## config.mk

```make
export PLATFORM = sky130hd
export DESIGN_NAME = lane_distributor
export DESIGN_NICKNAME = d
export VERILOG_FILES = /design/src/rtl/dsi_pkg.sv /design/src/rtl/lane_word_buffer.sv /design/src/rtl/lane_distributor.sv
export SDC_FILE = /design/constraint.sdc
export NUM_CORES = 1
export LEC_CHECK = 0
export ABC_AREA = 1
export ABC_CLOCK_PERIOD_IN_PS = 4000
export CAP_MARGIN = 30
export CORE_ASPECT_RATIO = 1.75
export CORE_MARGIN = 2
export CORE_UTILIZATION = 53
export CTS_CLUSTER_SIZE = 30
export DETAILED_ROUTE_END_ITERATION = 7
export HOLD_SLACK_MARGIN = 0.06
export PLACE_DENSITY_LB_ADDON = 0.3
export SETUP_SLACK_MARGIN = 0.15
export SLEW_MARGIN = 20
export SYNTH_ARGS = -nofsm -noshare
export SYNTH_HDL_FRONTEND = slang
export SYNTH_SLANG_ARGS = --single-unit
```

## constraint.sdc

```tcl
create_clock -name dsi_clk -period 4 [get_ports dsi_clk]
set_input_delay 1 -clock dsi_clk [delete_from_list [all_inputs] [get_ports dsi_clk]]
set_output_delay 1 -clock dsi_clk [all_outputs]
set_load 0.02 [all_outputs]
```

## src/rtl/dsi_pkg.sv

```systemverilog
// dsi_pkg: shared types for the DSI byte-to-lane distributor.
// Holds the distributor FSM encoding and the lane-count helpers.
package dsi_pkg;

  localparam int LANE_MAX_SUPPORTED = 4;

  typedef logic [2:0] lane_cnt_t;

  typedef enum logic [1:0] {
    ST_IDLE,
    ST_ACTIVE,
    ST_DRAIN,
    ST_DONE
  } dist_state_t;

  // Requested lane count clamped to what the instance was built with.
  function automatic lane_cnt_t eff_lanes(
    input logic [1:0] cfg,
    input int         max_lanes
  );
    int n;
    n = int'(cfg) + 1;
    if (n > max_lanes) n = max_lanes;
    if (n > LANE_MAX_SUPPORTED) n = LANE_MAX_SUPPORTED;
    return lane_cnt_t'(n);
  endfunction

endpackage

```

## src/rtl/lane_word_buffer.sv

```systemverilog
// lane_word_buffer: byte staging register feeding a PPI output register.
// A staged word moves out once it holds n_i bytes or carries the last byte.
module lane_word_buffer
  import dsi_pkg::*;
#(
  parameter int MAX_LANES = 4,
  parameter int BYTE_W    = 8
) (
  input  logic                        clk_i,
  input  logic                        rst_i,
  input  lane_cnt_t                   n_i,
  input  logic                        push_i,
  input  logic [BYTE_W-1:0]           push_data_i,
  input  logic                        push_last_i,
  input  logic                        out_ready_i,
  output logic                        stall_o,
  output logic [MAX_LANES*BYTE_W-1:0] out_data_o,
  output logic [MAX_LANES-1:0]        out_en_o,
  output logic                        out_valid_o,
  output logic                        out_last_o
);

  localparam int DW = MAX_LANES * BYTE_W;

  logic [DW-1:0]        stg_data_q, stg_data_d;
  lane_cnt_t            stg_cnt_q, stg_cnt_d;
  logic                 stg_last_q, stg_last_d;
  logic [MAX_LANES-1:0] stg_en;

  logic [DW-1:0]        out_data_q;
  logic [MAX_LANES-1:0] out_en_q;
  logic                 out_valid_q;
  logic                 out_last_q;

  logic stg_full;
  logic move;

  assign stg_full = stg_last_q || (stg_cnt_q == n_i);
  assign move     = stg_full && (!out_valid_q || out_ready_i);
  assign stall_o  = stg_full && !move;

  always_comb begin
    for (int l = 0; l < MAX_LANES; l++) begin
      stg_en[l] = (lane_cnt_t'(l) < stg_cnt_q);
    end
  end

  // A byte pushed in the same cycle as a move lands in lane 0 of a
  // freshly cleared word, so unused lanes always read as zero.
  always_comb begin
    stg_data_d = stg_data_q;
    stg_cnt_d  = stg_cnt_q;
    stg_last_d = stg_last_q;
    if (move) begin
      stg_data_d = '0;
      stg_cnt_d  = '0;
      stg_last_d = 1'b0;
    end
    if (push_i) begin
      for (int l = 0; l < MAX_LANES; l++) begin
        if (stg_cnt_d == lane_cnt_t'(l)) begin
          stg_data_d[l*BYTE_W +: BYTE_W] = push_data_i;
        end
      end
      stg_cnt_d  = stg_cnt_d + 3'd1;
      stg_last_d = push_last_i;
    end
  end

  always_ff @(posedge clk_i or posedge rst_i) begin
    if (rst_i) begin
      stg_data_q  <= '0;
      stg_cnt_q   <= '0;
      stg_last_q  <= 1'b0;
      out_data_q  <= '0;
      out_en_q    <= '0;
      out_valid_q <= 1'b0;
      out_last_q  <= 1'b0;
    end else begin
      stg_data_q <= stg_data_d;
      stg_cnt_q  <= stg_cnt_d;
      stg_last_q <= stg_last_d;
      if (move) begin
        out_data_q  <= stg_data_q;
        out_en_q    <= stg_en;
        out_valid_q <= 1'b1;
        out_last_q  <= stg_last_q;
      end else if (out_ready_i) begin
        out_valid_q <= 1'b0;
        out_last_q  <= 1'b0;
      end
    end
  end

  assign out_data_o  = out_data_q;
  assign out_en_o    = out_en_q;
  assign out_valid_o = out_valid_q;
  assign out_last_o  = out_last_q;

endmodule

```

## src/rtl/lane_distributor.sv

```systemverilog
// lane_distributor: spreads a packet byte stream across N PPI data lanes.
// Optional LANE_DIST_BYTECNT_EN adds a pkt_bytes length report output.
module lane_distributor
  import dsi_pkg::*;
#(
  parameter int MAX_LANES = 4,
  parameter int BYTE_W    = 8
) (
  input  logic                        dsi_clk,
  input  logic                        dsi_rst,
  input  logic [1:0]                  lane_cfg,
  input  logic [BYTE_W-1:0]           s_data,
  input  logic                        s_valid,
  input  logic                        s_last,
  output logic                        s_ready,
  output logic [MAX_LANES*BYTE_W-1:0] ppi_data,
  output logic [MAX_LANES-1:0]        ppi_lane_en,
  output logic                        ppi_valid,
  input  logic                        ppi_ready,
  output logic                        lane_done
`ifdef LANE_DIST_BYTECNT_EN
  ,
  output logic [15:0]                 pkt_bytes
`endif
);

  dist_state_t state_q;
  lane_cnt_t   n_q;
  logic        run_q;
  logic        done_q;

  logic in_pkt;
  logic stall;
  logic accept;
  logic out_last;

  assign in_pkt  = (state_q == ST_IDLE) || (state_q == ST_ACTIVE);
  assign s_ready = run_q && in_pkt && !stall;
  assign accept  = s_valid && s_ready;

  lane_word_buffer #(
    .MAX_LANES (MAX_LANES),
    .BYTE_W    (BYTE_W)
  ) u_buf (
    .clk_i       (dsi_clk),
    .rst_i       (dsi_rst),
    .n_i         (n_q),
    .push_i      (accept),
    .push_data_i (s_data),
    .push_last_i (s_last),
    .out_ready_i (ppi_ready),
    .stall_o     (stall),
    .out_data_o  (ppi_data),
    .out_en_o    (ppi_lane_en),
    .out_valid_o (ppi_valid),
    .out_last_o  (out_last)
  );

  // run_q holds s_ready low until the first edge after reset release.
  always_ff @(posedge dsi_clk or posedge dsi_rst) begin
    if (dsi_rst) begin
      state_q <= ST_IDLE;
      n_q     <= 3'd1;
      run_q   <= 1'b0;
      done_q  <= 1'b0;
    end else begin
      run_q  <= 1'b1;
      done_q <= 1'b0;
      unique case (state_q)
        ST_IDLE: begin
          if (accept) begin
            n_q     <= eff_lanes(lane_cfg, MAX_LANES);
            state_q <= s_last ? ST_DRAIN : ST_ACTIVE;
          end
        end
        ST_ACTIVE: begin
          if (accept && s_last) state_q <= ST_DRAIN;
        end
        ST_DRAIN: begin
          if (ppi_valid && ppi_ready && out_last) begin
            state_q <= ST_DONE;
            done_q  <= 1'b1;
          end
        end
        ST_DONE: state_q <= ST_IDLE;
        default: state_q <= ST_IDLE;
      endcase
    end
  end

  assign lane_done = done_q;

`ifdef LANE_DIST_BYTECNT_EN
  logic [15:0] cnt_q;
  logic [15:0] bytes_q;

  always_ff @(posedge dsi_clk or posedge dsi_rst) begin
    if (dsi_rst) begin
      cnt_q   <= '0;
      bytes_q <= '0;
    end else begin
      if (accept) begin
        if (state_q == ST_IDLE) cnt_q <= 16'd1;
        else if (cnt_q != 16'hFFFF) cnt_q <= cnt_q + 16'd1;
      end
      if (state_q == ST_DONE) bytes_q <= cnt_q;
    end
  end

  assign pkt_bytes = bytes_q;
`endif

endmodule

```

# [Yosys cells after proc, flatten, opt, wreduce, memory -nomap -nowiden]
# Index checks and enable logic that the tools add are counted.
[word_totals] input_bits=15 out_inout_bits=39 register_bits=81 word_cells=73
[classes] add_sub_neg=2 eq_ne=10 n_reduce_logical=20 n_mux=24 magnitude_cmp=6
[op_table] operator="$mux W32" n=4
[op_table] operator="$gt A32 B4 Y1 const B" n=1
[op_table] operator="$mux W8" n=4
[op_table] operator="$mux W3" n=4
[op_table] operator="$logic_and A1 B1 Y1" n=8
[op_table] operator="$mux W2" n=4
[op_table] operator="$pmux W2 S4" n=1
[op_table] operator="$mux W1" n=7
[op_table] operator="$eq A3 B2 Y1 const B" n=2
[op_table] operator="$lt A1 B3 Y1 const A" n=2
[op_table] operator="$lt A2 B3 Y1 const A" n=2
[op_table] operator="$eq A2 B2 Y1 const B" n=2
[op_table] operator="$ne A2 B2 Y1 const B" n=2
[op_table] operator="$reduce_bool A2 Y1" n=2
[op_table] operator="$add A2 B1 Y3 const B" n=1
[op_table] operator="$add A3 B1 Y3 const B" n=1
[op_table] operator="$eq A3 B1 Y1 const B" n=1
[op_table] operator="$eq A3 B3 Y1" n=1
[op_table] operator="$gt A3 B3 Y1 const B" n=1
[op_table] operator="$logic_not A1 Y1" n=3
[op_table] operator="$logic_not A3 Y1" n=1
[op_table] operator="$logic_or A1 B1 Y1" n=3
[op_table] operator="$reduce_and A3 Y1" n=1
[op_table] operator="$eq A2 B1 Y1 const B" n=1
[op_table] operator="other kinds (3)" n=3

# [Depth between registers and ports, before layout]
# Gate-level depths: netlist of the first run.
[logic_depth] ltp_word=12 mapped_depth=15 mapped_depth_nobuf=14

# [By module]
# Synthesis of the first run repeated with hierarchy kept, for this count alone.
[hier_totals] hier_cells=402 area_unflattened_um2=3562.2
[by_module_without_submodules] module="lane_word_buffer" area_per_inst_um2=3120.5 seq_area_each_um2=1851.8 cells_per_inst=345 instances=1
[by_module_without_submodules] module="lane_distributor" area_per_inst_um2=441.7 seq_area_each_um2=176.4 cells_per_inst=57 instances=1

# [Worst setup path before layout of the first run]
# No wires, ideal clock.
[synth_timing] kind="input to register" start="in ppi_ready" end="reg u_buf.stg_data_q[24]" t_arrival_ns=2.303 cell_stages=11 setup_time_ns=0.126 n_path_buf=2 setup_slack_ns=1.571 t_required_ns=3.874 cell_sequence="nor2_1 -> inv_1 -> nand2_4 -> inv_2 -> clkbuf_1 -> nor2_1 -> ha_1 -> inv_1 -> nor2_4 -> buf_2 -> o21ai_0"
[synth_via] elab_chain_len=8 elab_cells_between_ends=12 classes_between="1 x eq/ne; 4 x mux; 7 x reduce/logical"
[synth_rtl] element="start: declaration" line_no="lane_distributor.sv:19" source="input logic ppi_ready,"
[synth_rtl] element="$logic_or A1 B1 Y1 *" line_no="lane_word_buffer.sv:39" source="assign move = stg_full && (!out_valid_q || out_ready_i);"
[synth_rtl] element="$logic_and A1 B1 Y1 *" line_no="lane_word_buffer.sv:39"
[synth_rtl] element="parallel branches: the longest is 5 deep, another holds $mux W8"
[synth_rtl] element="$mux W32 *" line_no="lane_word_buffer.sv:59" source="if (push_i) begin"
[synth_rtl] element="named net u_buf.stg_data_d[24]" line_no="lane_word_buffer.sv:25" source="logic [DW-1:0] stg_data_q, stg_data_d;"
[synth_rtl] element="end signal: assignment" line_no="lane_word_buffer.sv:80" source="stg_data_q <= stg_data_d;"
[synth_rtl] element="end: declaration" line_no="lane_word_buffer.sv:25"
# Mark *: on every way through the listed nets, which the timed path passes.
# A chain may end at the register's enable or synchronous reset.

# [Worst setup path after layout of the first run]
[layout_timing] start="in ppi_ready" end="out s_ready"
[layout_via] elab_chain_len=6
[layout_rtl] element="$logic_or A1 B1 Y1" line_no="lane_word_buffer.sv:39"
[layout_rtl] element="$logic_and A1 B1 Y1" line_no="lane_word_buffer.sv:39"
[layout_rtl] element="$logic_not A1 Y1" line_no="lane_word_buffer.sv:40" source="assign stall_o = stg_full && !move;"
[layout_rtl] element="$logic_and A1 B1 Y1" line_no="lane_word_buffer.sv:40"
[layout_rtl] element="$logic_not A1 Y1" line_no="lane_distributor.sv:38" source="assign s_ready = run_q && in_pkt && !stall;"
[layout_rtl] element="$logic_and A1 B1 Y1" line_no="lane_distributor.sv:38"
[layout_rtl] element="end: declaration" line_no="lane_distributor.sv:15" source="output logic s_ready,"
# No other way between the ends.

==> run_results.csv, run 1 <==
group,metric,value,unit
synth,syn-cell-area,3450,µm²
timing,totalNegativeSetupSlack,0,ns
timing,number_of_setup_violations_in_the_final_report,0,
global_routing,largest_net_degree_at_the_start_of_global_routing,44,
synth,muxShareOfSynthArea,0,%
synth,yosys.area_share.xor_xnor,0.508,%
clock_tree,clock_transition_at_the_registers_of_the_reported_paths,0.07,ns
floorplanning,die_h,111,µm
timing,grt_setup_unrepaired,"false",
synth,synth_warnings,0,
clock_tree,cts_resized,0,
detailed_routing,dr_wl_met3,255,µm
layout,layout-drive-gt1-share,7.59,%
run,timing.max_cap.violations,0,
synth,main_combinational_cell_family_by_area_after_synthesis,"simple AND/OR/NAND/NOR gates",
worst_setup_path,cp_data_required_time,3.00,ns
worst_setup_path,crit_path_max_incr_delay,0.59,ns
synth,synth_register_bits,81,
synth,yosys.area_share.simple,28.9,%
timing,report.final.slew_viol_count,0,
worst_setup_path,critical_path.cell_chain,"clkdlybuf4s50_1, nor2_1, nand2_2, nand2_1, inv_1, clkdlybuf4s50_1",
timing,timing.final.crit_share,85.2,%
floorplanning,std_cell_rows,38,
timing,finalClockSkew,0.00865,ns
worst_setup_path,critical_path.slowest_cell,"clkdlybuf4s50_1",
timing,timing.hold.ws,0.469,ns
clock_tree,clock_tree_from_tritoncts,"built",
detailed_routing,count_of_antenna_violating_nets_left_after_detailed_routing,0,
detailed_routing,avgViaCountPerCell,5.03,
power_and_ir_drop,vdd_drop_max,0.589,mV
clock_tree,cts_max_level,3,
layout,area_growth,23.2,%
layout,layout.cells.most_common,"nand2_1",
worst_setup_path,critical_path.most_common_cell,"clkdlybuf4s50_1",
floorplanning,die_area,7200,µm²
timing,slew-limit-headroom,45.9,%
detailed_routing,topmost_layer_with_routed_signal_wires,"met4",
worst_setup_path,crit_arrival,2.41,ns
clock_tree,cts_setup_buffers,0,
synth,yosys.cell_types.count,27,
global_routing,grt_antenna_before_repair,0,
global_routing,global_route_wire_length_before_repair,12.3,mm
layout,final_cell_mix,"nand2_1 (172), dfrtp_1 (80), clkdlybuf4s50_1 (53), nand3_1 (36), o21ai_0 (25)",
synth,yosysSeqAreaShare,58.8,%
floorplanning,floorplan.core_area,6230,µm²
synth,syn-instance-count,390,
synth,synth.net_count,412,
clock_tree,cts_root_buffer,"clkbuf_8",
place,port_buffers,53,
worst_setup_path,setup.worst_path.class,"input pin to output pin",
min_path,timing.hold.worst.class,"flip-flop to flip-flop",
global_routing,grt_pass1_vias,2675,
global_routing,overflow,0,
layout,fillers,518,
power_and_ir_drop,power.density,720,nW/µm²
place,place_congestion,0.758,
clock_tree,cts_hold_buffers,0,
place,place.detailed.hpwl,5.05,mm
synth,synth_compound_gate_area_share,4.79,%
layout,antenna_cells,0,
clock_tree,num_clock_sinks,81,
detailed_routing,routed-via-count,2655,
clock_tree,tritoncts.num_buffers,9,
global_routing,global_route.usage.total,22.2,%
timing,finalHoldViolations,0,
detailed_routing,wl_met2,3.71,mm
detailed_routing,firstDrtPassIters,4,
detailed_routing,routed_wirelength,7.08,mm
floorplanning,die_width,65.0,µm
worst_setup_path,end_kind,"output pin",
detailed_routing,avgRoutedWirePerCell,13.4,µm
clock_tree,clk_latency,0.35,ns
synth,synth_fa_ha_area_share,2.54,%
floorplanning,initial_utilization,55.4,%
detailed_routing,routedLengthMet1,2.90,mm
detailed_routing,drt_first_iter_violations,229,
timing,fmax,294,MHz
power_and_ir_drop,power_leakage,2.17,nW
floorplanning,io-pin-count,54,
worst_setup_path,critical_path_peak_fanout,3,
timing,max_slew.worst_pin.slew,0.811,ns
layout,final_net_count,465,
synth,synth.avg_cell_area,8.85,µm²
timing,fin_crit,3.41,ns
status,status,"finished clean",
clock_tree,clockBufferDepth,2,
worst_setup_path,start_kind,"input pin",
detailed_routing,drc_errors,0,
[cell type report]
| type | count | area, µm² | share of cell area (%) |
|---|---|---|---|
| Clock inverter | 2 | 35.0 | 0.824 |
| Clock buffer | 14 | 173 | 4.06 |
| Timing Repair Buffer | 56 | 566 | 13.3 |
| Multi-Input combinational cell | 274 | 1270 | 29.9 |
| Inverter | 21 | 78.8 | 1.85 |
| Sequential cell | 81 | 2030 | 47.7 |
| Tap cell | 80 | 100 | 2.35 |
[power breakdown]
group,internal (mW),switching (mW)
Combinational,0.440,0.802
Sequential,1.06,0.145
Clock,0.339,0.273
[worst paths after layout]
kind                                   endpoint                  from  slack [ns]  depth (start not counted)
setup / recovery                        s_ready             ppi_ready        0.59                          6
hold / removal             u_buf.out_data_o[10]  u_buf.stg_data_q[10]        0.47                          2
setup reg to reg           u_buf.stg_data_q[26]                n_q[0]        1.64                         14
hold reg to reg            u_buf.out_data_o[10]  u_buf.stg_data_q[10]        0.47                          2
max in group asynchronous                n_q[0]               dsi_rst        2.10                          3
min in group asynchronous   u_buf.out_data_o[5]               dsi_rst        1.13                          2
[flip-flops by register name, indices dropped and copies added, names as in the netlist]
name and flops:
state_q 2, u_buf.out_last_o 1, u_buf.stg_data_q 32, u_buf.out_valid_o 1, lane_done 1, u_buf.stg_last_q 1
u_buf.out_en_o 4, u_buf.out_data_o 32, u_buf.stg_cnt_q 3, run_q 1, n_q 3
[Yosys cell counts]
library cell  number  area share (%)
buf_2              6            0.87
a21oi_4            1            0.47
o21bai_1           1            0.22
inv_1             18             2.0
dfrtp_1           80              58
nand3_4            1            0.51
nand3_1           36             5.2
a31oi_1            1            0.18
nand2_2            3            0.54
nand2_4            2            0.65
nor2_2             2            0.36
buf_4              1            0.22
nor2_8             1            0.58
conb_1             1            0.11
clkbuf_1           6            0.65
dfstp_2            1            0.76
buf_6              1            0.33
nor2_4             2            0.65
a21oi_1            2            0.29
ha_1               7             2.5
nand2_1          172              19
xor2_1             1            0.25
inv_2              3            0.33
nor2_1            14             1.5
nand4_1            1            0.18
o21ai_0           25             3.6
xnor2_1            1            0.25
[stage by stage]
stage | instance area [µm²] | cells | setup WS (ns) | power [mW] | utilization [%]
floorplan | 3450 | 390 | 0.922 | 2.06 | -
global placement | 4050 | 512 | 0.630 | 2.42 | 64.9
detailed placement | 4050 | 512 | 0.601 | 2.47 | 64.9
CTS | 4250 | 528 | 0.601 | 3.09 | 68.3
global route | 4250 | 528 | 0.529 | 3.29 | 68.3
finish | 4250 | 528 | 0.594 | 3.06 | 68.3
[logic make-up after synthesis]
family          after synthesis
compound gates               30
other cells                   1
buf+inv                      35
fa+ha+maj                     7
flops                        81
xor+xnor                      2
simple gates                234
[critical path, delay by kind of cell]
kind | cells | cell delay (ns)
buffers and inverters | 3 | 1.16
and+or+nand+nor | 3 | 0.24
[metal layers]
metal  vias up  GRT usage (%)
met5         -              0
met4         0           10.4
met3        18           4.77
met2        62           37.5
met1      1244           26.6
li1       1331              -
Note: power is estimated with default switching activity, not from simulation.
==> run 2: changes to the inputs <==
Settings changed: CTS_BUF_LIST from default to sky130_fd_sc_hd__clkbuf_16.
==> run_results.csv, run 2 (synthesis gave the netlist of run 1 again) <==
group,metric,value,unit
clock_tree,cts_max_level,3,
global_routing,grt_pass1_vias,2648,
timing,totalNegativeSetupSlack,0,ns
power_and_ir_drop,power.density,746,nW/µm²
clock_tree,num_clock_sinks,81,
timing,timing.final.crit_share,85.1,%
worst_setup_path,crit_arrival,2.40,ns
clock_tree,clock_transition_at_the_registers_of_the_reported_paths,0.05,ns
run,timing.max_cap.violations,0,
timing,setup_slack_after_layout,0.597,ns
layout,final_net_count,465,
layout,antenna_cells,0,
global_routing,grt_antenna_before_repair,0,
timing,report.final.slew_viol_count,0,
worst_setup_path,setup.worst_path.class,"input pin to output pin",
floorplanning,initial_utilization,55.4,%
power_and_ir_drop,vdd_drop_max,0.598,mV
detailed_routing,avgRoutedWirePerCell,13.6,µm
detailed_routing,routed-via-count,2690,
power_and_ir_drop,power_leakage,2.20,nW
min_path,worst_hold_path.num_cells,2,
clock_tree,tritoncts.num_buffers,9,
layout,area_growth,25.3,%
detailed_routing,avgViaCountPerCell,5.09,
clock_tree,cts_root_buffer,"clkbuf_16",
clock_tree,clockBufferDepth,2,
worst_setup_path,start_kind,"input pin",
detailed_routing,routed_wirelength,7.19,mm
status,status,"finished clean",
place,place_congestion,0.758,
layout,final_cell_mix,"nand2_1 (172), dfrtp_1 (80), clkdlybuf4s50_1 (53), nand3_1 (36), o21ai_0 (25)",
global_routing,overflow,0,
timing,finalHoldViolations,0,
timing,number_of_setup_violations_in_the_final_report,0,
detailed_routing,firstDrtPassIters,4,
clock_tree,clk_latency,0.34,ns
detailed_routing,drt_first_iter_violations,188,
timing,slew-limit-headroom,45.8,%
timing,fmax,294,MHz
worst_setup_path,cp_data_required_time,3.00,ns
worst_setup_path,end_kind,"output pin",
floorplanning,io-pin-count,54,
timing,fin_crit,3.40,ns
worst_setup_path,critical_path_peak_fanout,3,
clock_tree,cts_setup_buffers,0,
place,port_buffers,53,
place,detailedPlace.worstSlack,0.601,ns
detailed_routing,drc_errors,0,
timing,finalClockSkew,0.00594,ns
floorplanning,die_h,111,µm
timing,max_slew.worst_pin.slew,0.811,ns
clock_tree,cts_resized,0,
min_path,timing.hold.worst.class,"flip-flop to flip-flop",
clock_tree,cts_hold_buffers,0,
place,place.detailed.hpwl,5.05,mm
global_routing,largest_net_degree_at_the_start_of_global_routing,44,
floorplanning,floorplan.core_area,6230,µm²
detailed_routing,count_of_antenna_violating_nets_left_after_detailed_routing,0,
floorplanning,die_area,7200,µm²
layout,layout.cells.most_common,"nand2_1",
clock_tree,clock_tree_from_tritoncts,"built",
worst_setup_path,timing.reg2reg.worst_path_depth,14,
global_routing,global_route.usage.total,22.8,%
global_routing,global_route_wire_length_before_repair,12.5,mm
timing,grt_setup_unrepaired,"false",
floorplanning,std_cell_rows,38,
floorplanning,die_width,65.0,µm
layout,layout-drive-gt1-share,6.92,%
## run 2: per-stage QoR
step | instances | area, µm² | util (%) | power, mW | hold WS (ns)
floorplan | 390 | 3450 | - | 2.06 | 0.442
CTS | 528 | 4320 | 69.4 | 3.25 | 0.468
detailed placement | 512 | 4050 | 64.9 | 2.47 | 0.455
global route | 528 | 4320 | 69.4 | 3.45 | 0.496
global placement | 512 | 4050 | 64.9 | 2.42 | 0.454
finish | 528 | 4320 | 69.4 | 3.22 | 0.469
## run 2: layout make-up
| class | count | area [µm²] |
|---|---|---|
| Clock buffer | 9 | 225 |
| Clock inverter | 7 | 53.8 |
| Fill cell | 506 | 1900 |
| Inverter | 21 | 78.8 |
| Multi-Input combinational cell | 274 | 1270 |
| Sequential cell | 81 | 2030 |
| Tap cell | 80 | 100 |
| Timing Repair Buffer | 56 | 566 |
## run 2: worst paths after layout
path	startpoint	end	slack, ns
worst max register to register	n_q[0]	u_buf.stg_data_q[27]	1.62
worst min register to register	u_buf.stg_data_q[10]	u_buf.out_data_o[10]	0.47
max in group asynchronous	dsi_rst	n_q[0]	2.08
min in group asynchronous	dsi_rst	u_buf.out_data_o[6]	1.16
worst max-delay path	ppi_ready	s_ready	0.60
worst min-delay path	u_buf.stg_data_q[10]	u_buf.out_data_o[10]	0.47
## run 2: critical path, stage by stage
cell and delay, ns:
clkdlybuf4s50_1 0.52, nor2_1 0.08, nand2_2 0.10, nand2_1 0.06, inv_1 0.05, clkdlybuf4s50_1 0.59
## run 2: report_power, final
group	internal, mW	switching (mW)	total [mW]
logic	0.440	0.801	1.24
clock network	0.471	0.300	0.771
registers	1.07	0.145	1.21
## run 2: per-layer routing
layer | track usage (%) | up-vias | wire length [µm]
met2 | 38.4 | 58 | 3950
met3 | 5.89 | 12 | 287
met5 | 0 | - | 0
li1 | - | 1338 | -
met4 | 9.36 | 0 | 142
met1 | 27.0 | 1282 | 2810
